## config.mk

```make
export PLATFORM = sky130hd
export DESIGN_NAME = lcd_sequencer
export DESIGN_NICKNAME = d
export VERILOG_FILES = /design/src/rtl/lcd_pkg.sv /design/src/rtl/lcd_req_fifo.sv /design/src/rtl/lcd_sequencer.sv
export SDC_FILE = /design/constraint.sdc
export NUM_CORES = 1
export LEC_CHECK = 0
export BUFFER_PORTS_ARGS = -buffer_cell sky130_fd_sc_hd__buf_2
export CAP_MARGIN = 20
export CORE_MARGIN = 5
export CORE_UTILIZATION = 40
export CTS_BUF_LIST = sky130_fd_sc_hd__clkbuf_8 sky130_fd_sc_hd__clkbuf_16
export DETAILED_ROUTE_END_ITERATION = 7
export SLEW_MARGIN = 20
export SYNTH_ARGS = -nofsm -noshare
export SYNTH_HDL_FRONTEND = slang
export SYNTH_SLANG_ARGS = --single-unit
```

## constraint.sdc

```tcl
create_clock -name clk -period 4.2 [get_ports clk]
set_input_delay 0.63 -clock clk [delete_from_list [all_inputs] [get_ports clk]]
set_output_delay 0.63 -clock clk [all_outputs]
set_load 0.02 [all_outputs]
```

## src/rtl/lcd_pkg.sv

```systemverilog
`default_nettype none
// ============================================================================
// Module      : lcd_pkg
// Description : Shared definitions for the LCD sequencer. Holds the FSM state
//               encodings, the opcodes that need the long busy wait, and the
//               power-on init command table with its lookup helpers.
// Revision    : 1.0 - initial release
// ============================================================================
package lcd_pkg;

    localparam int c_STATE_W = 3;

    localparam logic [c_STATE_W-1:0] c_ST_IDLE       = 3'd0;
    localparam logic [c_STATE_W-1:0] c_ST_SETUP      = 3'd1;
    localparam logic [c_STATE_W-1:0] c_ST_PULSE      = 3'd2;
    localparam logic [c_STATE_W-1:0] c_ST_HOLD       = 3'd3;
    localparam logic [c_STATE_W-1:0] c_ST_WAIT       = 3'd4;
    localparam logic [c_STATE_W-1:0] c_ST_INIT_WAIT  = 3'd5;
    localparam logic [c_STATE_W-1:0] c_ST_INIT_ISSUE = 3'd6;

    // Clear display and return home are the slow controller commands.
    localparam logic [7:0] c_CMD_CLEAR = 8'h01;
    localparam logic [7:0] c_CMD_HOME  = 8'h02;

    // Init table, entry 0 in the low byte: function set, display on,
    // entry mode, clear.
    localparam logic [31:0] c_INIT_CMDS = {8'h01, 8'h06, 8'h0C, 8'h38};
    localparam logic [1:0]  c_INIT_LAST = 2'd3;

    function automatic logic [7:0] init_cmd(input logic [1:0] idx);
        return c_INIT_CMDS[{idx, 3'b000} +: 8];
    endfunction

    function automatic logic is_long_cmd(input logic rs, input logic [7:0] data);
        return !rs && ((data == c_CMD_CLEAR) || (data == c_CMD_HOME));
    endfunction

endpackage
`default_nettype wire

```

## src/rtl/lcd_req_fifo.sv

```systemverilog
`default_nettype none
// ============================================================================
// Module      : lcd_req_fifo
// Description : Synchronous request FIFO with registered storage and
//               full/empty flags. Read data is the current head entry
//               (first-word fall-through). Writes when full and reads when
//               empty are ignored.
// Ports       : clk, rst_n (async active-low)
//               i_wr_en, i_wr_data  - push side
//               i_rd_en, o_rd_data  - pop side, o_rd_data is the head
//               o_full, o_empty     - occupancy flags
// Revision    : 1.0 - initial release
// ============================================================================
module lcd_req_fifo #(
    parameter int DEPTH = 4,
    parameter int WIDTH = 9
) (
    input  logic             clk,
    input  logic             rst_n,
    input  logic             i_wr_en,
    input  logic [WIDTH-1:0] i_wr_data,
    input  logic             i_rd_en,
    output logic [WIDTH-1:0] o_rd_data,
    output logic             o_full,
    output logic             o_empty
);

    localparam int c_ADDR_W = $clog2(DEPTH);

    logic [WIDTH-1:0]  r_mem [DEPTH];
    // One extra pointer bit distinguishes full from empty.
    logic [c_ADDR_W:0] r_wr_ptr;
    logic [c_ADDR_W:0] r_rd_ptr;
    logic              w_push;
    logic              w_pop;

    assign w_push = i_wr_en && !o_full;
    assign w_pop  = i_rd_en && !o_empty;

    always_ff @(posedge clk or negedge rst_n) begin
        if (!rst_n) begin
            r_wr_ptr <= '0;
            r_rd_ptr <= '0;
        end else begin
            if (w_push) r_wr_ptr <= r_wr_ptr + 1'b1;
            if (w_pop)  r_rd_ptr <= r_rd_ptr + 1'b1;
        end
    end

    // Storage needs no reset; the pointers define which entries are valid.
    always_ff @(posedge clk) begin
        if (w_push) r_mem[r_wr_ptr[c_ADDR_W-1:0]] <= i_wr_data;
    end

    assign o_rd_data = r_mem[r_rd_ptr[c_ADDR_W-1:0]];
    assign o_empty   = (r_wr_ptr == r_rd_ptr);
    assign o_full    = (r_wr_ptr[c_ADDR_W] != r_rd_ptr[c_ADDR_W]) &&
                       (r_wr_ptr[c_ADDR_W-1:0] == r_rd_ptr[c_ADDR_W-1:0]);

endmodule
`default_nettype wire

```

## src/rtl/lcd_sequencer.sv

```systemverilog
`default_nettype none
// ============================================================================
// Module      : lcd_sequencer
// Description : Queues LCD command/data bytes and plays each one out on an
//               HD44780-style bus: SETUP, enable PULSE, HOLD, then a busy
//               WAIT whose length depends on the command. Clear/home
//               commands (RS=0, 0x01/0x02) get the long wait.
//               Build macro LCD_INIT_SEQ_EN adds a power-on delay followed by
//               the standard init command sequence before requests are served.
// Ports       : clk, rst_n (async active-low)
//               req_valid/req_ready/req_rs/req_data - request push interface
//               busy       - transfer in progress or queue non-empty
//               lcd_data   - data byte to the panel
//               lcd_ctrl   - {rs, rw}, rw is always 0
//               lcd_enable - enable strobe
// Revision    : 1.0 - initial release
// ============================================================================
module lcd_sequencer
    import lcd_pkg::*;
#(
    parameter int SETUP_CYC     = 2,
    parameter int PULSE_CYC     = 25,
    parameter int HOLD_CYC      = 2,
    parameter int CMD_WAIT_CYC  = 2000,
    parameter int CLR_WAIT_CYC  = 80000,
    parameter int INIT_WAIT_CYC = 1000000,
    parameter int FIFO_DEPTH    = 4
) (
    input  logic       clk,
    input  logic       rst_n,
    input  logic       req_valid,
    output logic       req_ready,
    input  logic       req_rs,
    input  logic [7:0] req_data,
    output logic       busy,
    output logic [7:0] lcd_data,
    output logic [1:0] lcd_ctrl,
    output logic       lcd_enable
);

`ifdef LCD_INIT_SEQ_EN
    localparam logic [c_STATE_W-1:0] c_RESET_STATE = c_ST_INIT_WAIT;
`else
    localparam logic [c_STATE_W-1:0] c_RESET_STATE = c_ST_IDLE;
`endif

    logic [c_STATE_W-1:0] r_state;
    logic [c_STATE_W-1:0] w_next_state;
    logic [31:0]          r_cnt;
    logic [31:0]          w_limit;
    logic                 w_cnt_done;

    logic                 w_push;
    logic                 w_pop;
    logic                 w_full;
    logic                 w_empty;
    logic [8:0]           w_fifo_rd;

    logic                 r_rs;
    logic [7:0]           r_data;
    logic                 r_long_wait;
    logic                 w_load;
    logic                 w_load_rs;
    logic [7:0]           w_load_data;

`ifdef LCD_INIT_SEQ_EN
    logic [1:0]           r_init_idx;
    logic                 r_init_busy;
`endif

    assign w_push = req_valid && !w_full;

    lcd_req_fifo #(
        .DEPTH (FIFO_DEPTH),
        .WIDTH (9)
    ) u_fifo (
        .clk       (clk),
        .rst_n     (rst_n),
        .i_wr_en   (w_push),
        .i_wr_data ({req_rs, req_data}),
        .i_rd_en   (w_pop),
        .o_rd_data (w_fifo_rd),
        .o_full    (w_full),
        .o_empty   (w_empty)
    );

    // ---------------- state register ----------------
    always_ff @(posedge clk or negedge rst_n) begin
        if (!rst_n) r_state <= c_RESET_STATE;
        else        r_state <= w_next_state;
    end

    // Length of the current timed phase.
    always_comb begin
        w_limit = 32'd1;
        case (r_state)
            c_ST_SETUP:     w_limit = 32'(SETUP_CYC);
            c_ST_PULSE:     w_limit = 32'(PULSE_CYC);
            c_ST_HOLD:      w_limit = 32'(HOLD_CYC);
            c_ST_WAIT:      w_limit = r_long_wait ? 32'(CLR_WAIT_CYC) : 32'(CMD_WAIT_CYC);
`ifdef LCD_INIT_SEQ_EN
            c_ST_INIT_WAIT: w_limit = 32'(INIT_WAIT_CYC);
`endif
            default:        w_limit = 32'd1;
        endcase
    end

    assign w_cnt_done = (r_cnt == (w_limit - 32'd1));

    // ---------------- next-state logic ----------------
    always_comb begin
        w_next_state = r_state;
        case (r_state)
            c_ST_IDLE:  if (!w_empty)  w_next_state = c_ST_SETUP;
            c_ST_SETUP: if (w_cnt_done) w_next_state = c_ST_PULSE;
            c_ST_PULSE: if (w_cnt_done) w_next_state = c_ST_HOLD;
            c_ST_HOLD:  if (w_cnt_done) w_next_state = c_ST_WAIT;
            c_ST_WAIT: begin
                if (w_cnt_done) begin
`ifdef LCD_INIT_SEQ_EN
                    if (r_init_busy && (r_init_idx != c_INIT_LAST))
                        w_next_state = c_ST_INIT_ISSUE;
                    else
                        w_next_state = c_ST_IDLE;
`else
                    w_next_state = c_ST_IDLE;
`endif
                end
            end
`ifdef LCD_INIT_SEQ_EN
            c_ST_INIT_WAIT:  if (w_cnt_done) w_next_state = c_ST_INIT_ISSUE;
            c_ST_INIT_ISSUE: w_next_state = c_ST_SETUP;
`endif
            default: w_next_state = c_RESET_STATE;
        endcase
    end

    // ---------------- output logic ----------------
    always_comb begin
        w_pop       = 1'b0;
        w_load      = 1'b0;
        w_load_rs   = r_rs;
        w_load_data = r_data;
        case (r_state)
            c_ST_IDLE: begin
                if (!w_empty) begin
                    w_pop       = 1'b1;
                    w_load      = 1'b1;
                    w_load_rs   = w_fifo_rd[8];
                    w_load_data = w_fifo_rd[7:0];
                end
            end
`ifdef LCD_INIT_SEQ_EN
            c_ST_INIT_ISSUE: begin
                w_load      = 1'b1;
                w_load_rs   = 1'b0;
                w_load_data = init_cmd(r_init_idx);
            end
`endif
            default: ;
        endcase
        // Enable derives straight from the state so an async reset drops it
        // immediately.
        lcd_enable = (r_state == c_ST_PULSE);
        busy       = (r_state != c_ST_IDLE) || !w_empty;
        req_ready  = !w_full;
        lcd_data   = r_data;
        lcd_ctrl   = {r_rs, 1'b0};
    end

    // ---------------- phase counter and bus registers ----------------
    always_ff @(posedge clk or negedge rst_n) begin
        if (!rst_n) begin
            r_cnt       <= '0;
            r_rs        <= 1'b0;
            r_data      <= 8'h00;
            r_long_wait <= 1'b0;
        end else begin
            // Restart on every state change; hold at zero while idle.
            if ((r_state != w_next_state) || (r_state == c_ST_IDLE))
                r_cnt <= '0;
            else
                r_cnt <= r_cnt + 32'd1;
            if (w_load) begin
                r_rs        <= w_load_rs;
                r_data      <= w_load_data;
                r_long_wait <= is_long_cmd(w_load_rs, w_load_data);
            end
        end
    end

`ifdef LCD_INIT_SEQ_EN
    // Tracks which init command is in flight; cleared once the last one
    // finishes its wait so normal requests start being served.
    always_ff @(posedge clk or negedge rst_n) begin
        if (!rst_n) begin
            r_init_idx  <= 2'd0;
            r_init_busy <= 1'b1;
        end else if (r_init_busy && (r_state == c_ST_WAIT) && w_cnt_done) begin
            if (r_init_idx == c_INIT_LAST) r_init_busy <= 1'b0;
            else                           r_init_idx  <= r_init_idx + 2'd1;
        end
    end
`endif

endmodule
`default_nettype wire

```

==> reports/metrics.yaml <==
run_status:
  outcome: "completed"
timing:
  period_needed_ns: 3.59
  hold_viol_final: 0
  worst_slew_pin_slew_ns: 0.730
  fin_crit_sh_pct: 85.5
  max_freq_mhz: 279
  tns_ns: 0
  max_slew_margin_pct: 51.3
  rsz0062_at_grt: "false"
  finClkSkew_ns: 0.0232
  maxSlewViolCount: 0
  setup_viol: 0
finish:
  seq_area_um2: 2360
  final_net_count: 381
  area_delta_synth_final_pct: 11.1
  nFillCells: 933
  num_antenna_cells: 0
  drive_above_1_share_pct: 20.7
  layout.cells.non_filler: 503
  multi_input_area_um2: 1700
detailed_routing:
  drt-initial-drc-count: 116
  firstDrtPassIters: 4
  vias: 2582
  remaining_drc_errors: 0
  wl_per_cell_um: 15.5
  final_antenna_net_count: 0
  viasPerCell: 5.13
  routed_wl_mm: 7.81
critical_path:
  path_class: "register to register"
  reg2reg_to: "r_cnt[19]$_DFF_PN0_"
  end_kind: "register"
  cp_slowest_stage_delay_ns: 0.65
  critical_path.cell_chain: "nor3b_2 -> o21bai_1 -> ha_1 -> nor4bb_1 -> o21a_1 -> nor3_1 -> or4_4 -> o311ai_4 -> buf_4 -> nor2_1"
  rr_worst_depth: 10
  cp.required_ns: 4.43
  r2r_start: "r_state[2]$_DFF_PN0_"
  crit_fanout: 32
  r2r_setup_slack_ns: 0.61
  worst_ep_arrival_time_ns: 3.82
  cp_slowest_cell: "dfrtp_1"
  cp-start-kind: "register"
cts:
  cts_tree: "built"
  clock_sinks: 87
  cts_hold_buffers: 0
  cts_resized: 0
  htree_levels: 3
  clk_pin_slew_ns: 0.11
  cts.path.max_buffers: 2
  cts_root_buffer: "clkbuf_8"
  numCtsBuffers: 9
  cts_setup_buffers: 0
  clk_latency_ns: 0.36
logic_synthesis:
  synth_top_area_share_pct: 30.7
  synth_warnings: 0
  postSynthAreaPerCell_um2: 12.3
  synth_common_cells: "dfrtp_1 (51), nor2_1 (48), edfxtp_1 (36), xor2_1 (25), xnor2_1 (16)"
  syn-num-nets: 356
  synth_area_um2: 4150
  ys_ff_latch: 87
  synth_top_cells_by_area: "dfrtp_1 (31%), edfxtp_1 (26%), xor2_1 (5.3%), mux4_2 (4.9%), nor2_1 (4.3%)"
  yosysUniqueCellTypes: 50
  synth_cells: 337
  yosysMostFrequentCell: "dfrtp_1"
  synth-seq-area-share_pct: 56.8
  ys.flop_type: "dfrtp_1"
  yosysTopAreaCell: "dfrtp_1"
  synth_edf_count: 36
  synthArstFlopShare_pct: 58.6
floorplanning:
  num_rows: 37
  core-area_um2: 10200
  die_w_um: 112
  design.portCount: 25
  design.die.area_um2: 12500
  die_y_um: 112
  start_util_pct: 40.6
pwr:
  totalPowerFinal_mw: 1.79
  vdd_drop_max_uv: 235
  powerDensity_nw_per_um2: 387
  p_leak_nw: 1.87
global_route:
  grt_pass1_vias: 2670
  grt_antenna_before_repair: 0
  grtUsageTotal_pct: 13.3
  grt_max_degree: 52
  grt_pass1_wl_mm: 13.3
  overflow: 0
place:
  port_buffers: 23
  dpl.cell_count: 487
  dpl.hpwl_mm: 5.41
  gp_congestion: 0.763
run:
  max-cap-violations: 0
min_path:
  hold_class: "input pin to asynchronous set/reset pin"
## logic make-up after synthesis
| family | synth area share (%) |
|---|---|
| AND/OR/NAND/NOR | 17.2 |
| flip-flops | 56.8 |
| XOR/XNOR | 8.65 |
| AO/OA/AOI/OAI | 4.46 |
| multiplexers | 8.38 |
| buffers and inverters | 2.38 |
| adder cells (fa/ha/maj) | 2.11 |
| other | 0.0903 |
## routing by layer
layer  vias to the layer above  track usage, %  wire length [µm]
met5                         -               0                 0
met4                         0            4.06                77
met3                         6            2.99               245
met2                        29            21.3              3780
met1                      1286            17.9              3720
li1                       1261               -                 -
## critical path: cells and delay by family, from the launching register on
family | cells | cell delay (ns)
simple gates | 5 | 1.43
buf+inv | 1 | 0.37
fa+ha+maj | 1 | 0.35
compound gates | 3 | 0.63
flops | 1 | 0.65
## registers in the layout (all words and copies together) (netlist names)
name             cells
lcd_data             8
r_cnt               32
r_long_wait          1
r_rs                 1
r_state              3
u_fifo.r_mem        36
u_fifo.r_rd_ptr      3
u_fifo.r_wr_ptr      3
## through the flow
step	hold WS [ns]	area [µm²]	util (%)	worst slack, ns
2_1_floorplan	0.334	4150	-	1.22
3_5_place_dp	0.485	4400	43.0	0.701
3_3_place_gp	0.475	4400	43.0	0.819
4_1_cts	0.388	4610	45.1	0.651
5_1_grt	0.419	4610	45.1	0.389
6_report	0.369	4610	45.1	0.610
## area by class of cell
cell class | instances | area share (%)
well taps | 136 | 3.69
inverters | 9 | 0.732
clock inverters | 7 | 1.87
flip-flops and latches | 87 | 51.1
clock buffers | 9 | 2.69
multi-input cells | 228 | 36.8
repair buffers | 27 | 3.15
## report_power, final
part           switching, mW  leakage [nW]  internal [mW]
clock                  0.349         0.105          0.239
sequential            0.0299         0.991          0.977
combinational          0.123         0.774         0.0670
## placed cells by master, fill, tap and decap left out, drive strengths merged, types with 2 or more instances in the layout
cell    Yosys  layout
nor3        5       5
xnor2      16      16
dfrtp      51      51
nand2b      4       4
or3         2       2
nand4      10      10
inv         9      12
nor4       11      11
xor2       25      25
mux2       12      12
o21a        2       2
and3        9       9
nand3b      2       2
or4         5       5
ha          7       7
buf         9      27
and4        4       4
a211oi      2       2
edfxtp     36      36
and2        3       3
clkbuf      4       9
clkinv      0       4
nand3      15      15
nor2       48      48
mux4        9       9
nor3b       2       2
nand2      14      14
o21ai       8       8
## worst max-delay path by stage
stage                    startpoint                    to  slack [ns]  cells after the start
2_1_floorplan  r_state[0]$_DFF_PN0_  r_state[0]$_DFF_PN0_        1.22                     10
3_3_place_gp   r_state[2]$_DFF_PN0_    r_cnt[7]$_DFF_PN0_        0.82                     10
3_5_place_dp   r_state[2]$_DFF_PN0_   r_cnt[19]$_DFF_PN0_        0.70                     10
4_1_cts        r_state[2]$_DFF_PN0_   r_cnt[19]$_DFF_PN0_        0.65                     10
5_1_grt        r_state[2]$_DFF_PN0_    r_cnt[5]$_DFF_PN0_        0.39                     10
6_report       r_state[2]$_DFF_PN0_   r_cnt[19]$_DFF_PN0_        0.61                     10
Power figures use the tool's default switching activity.
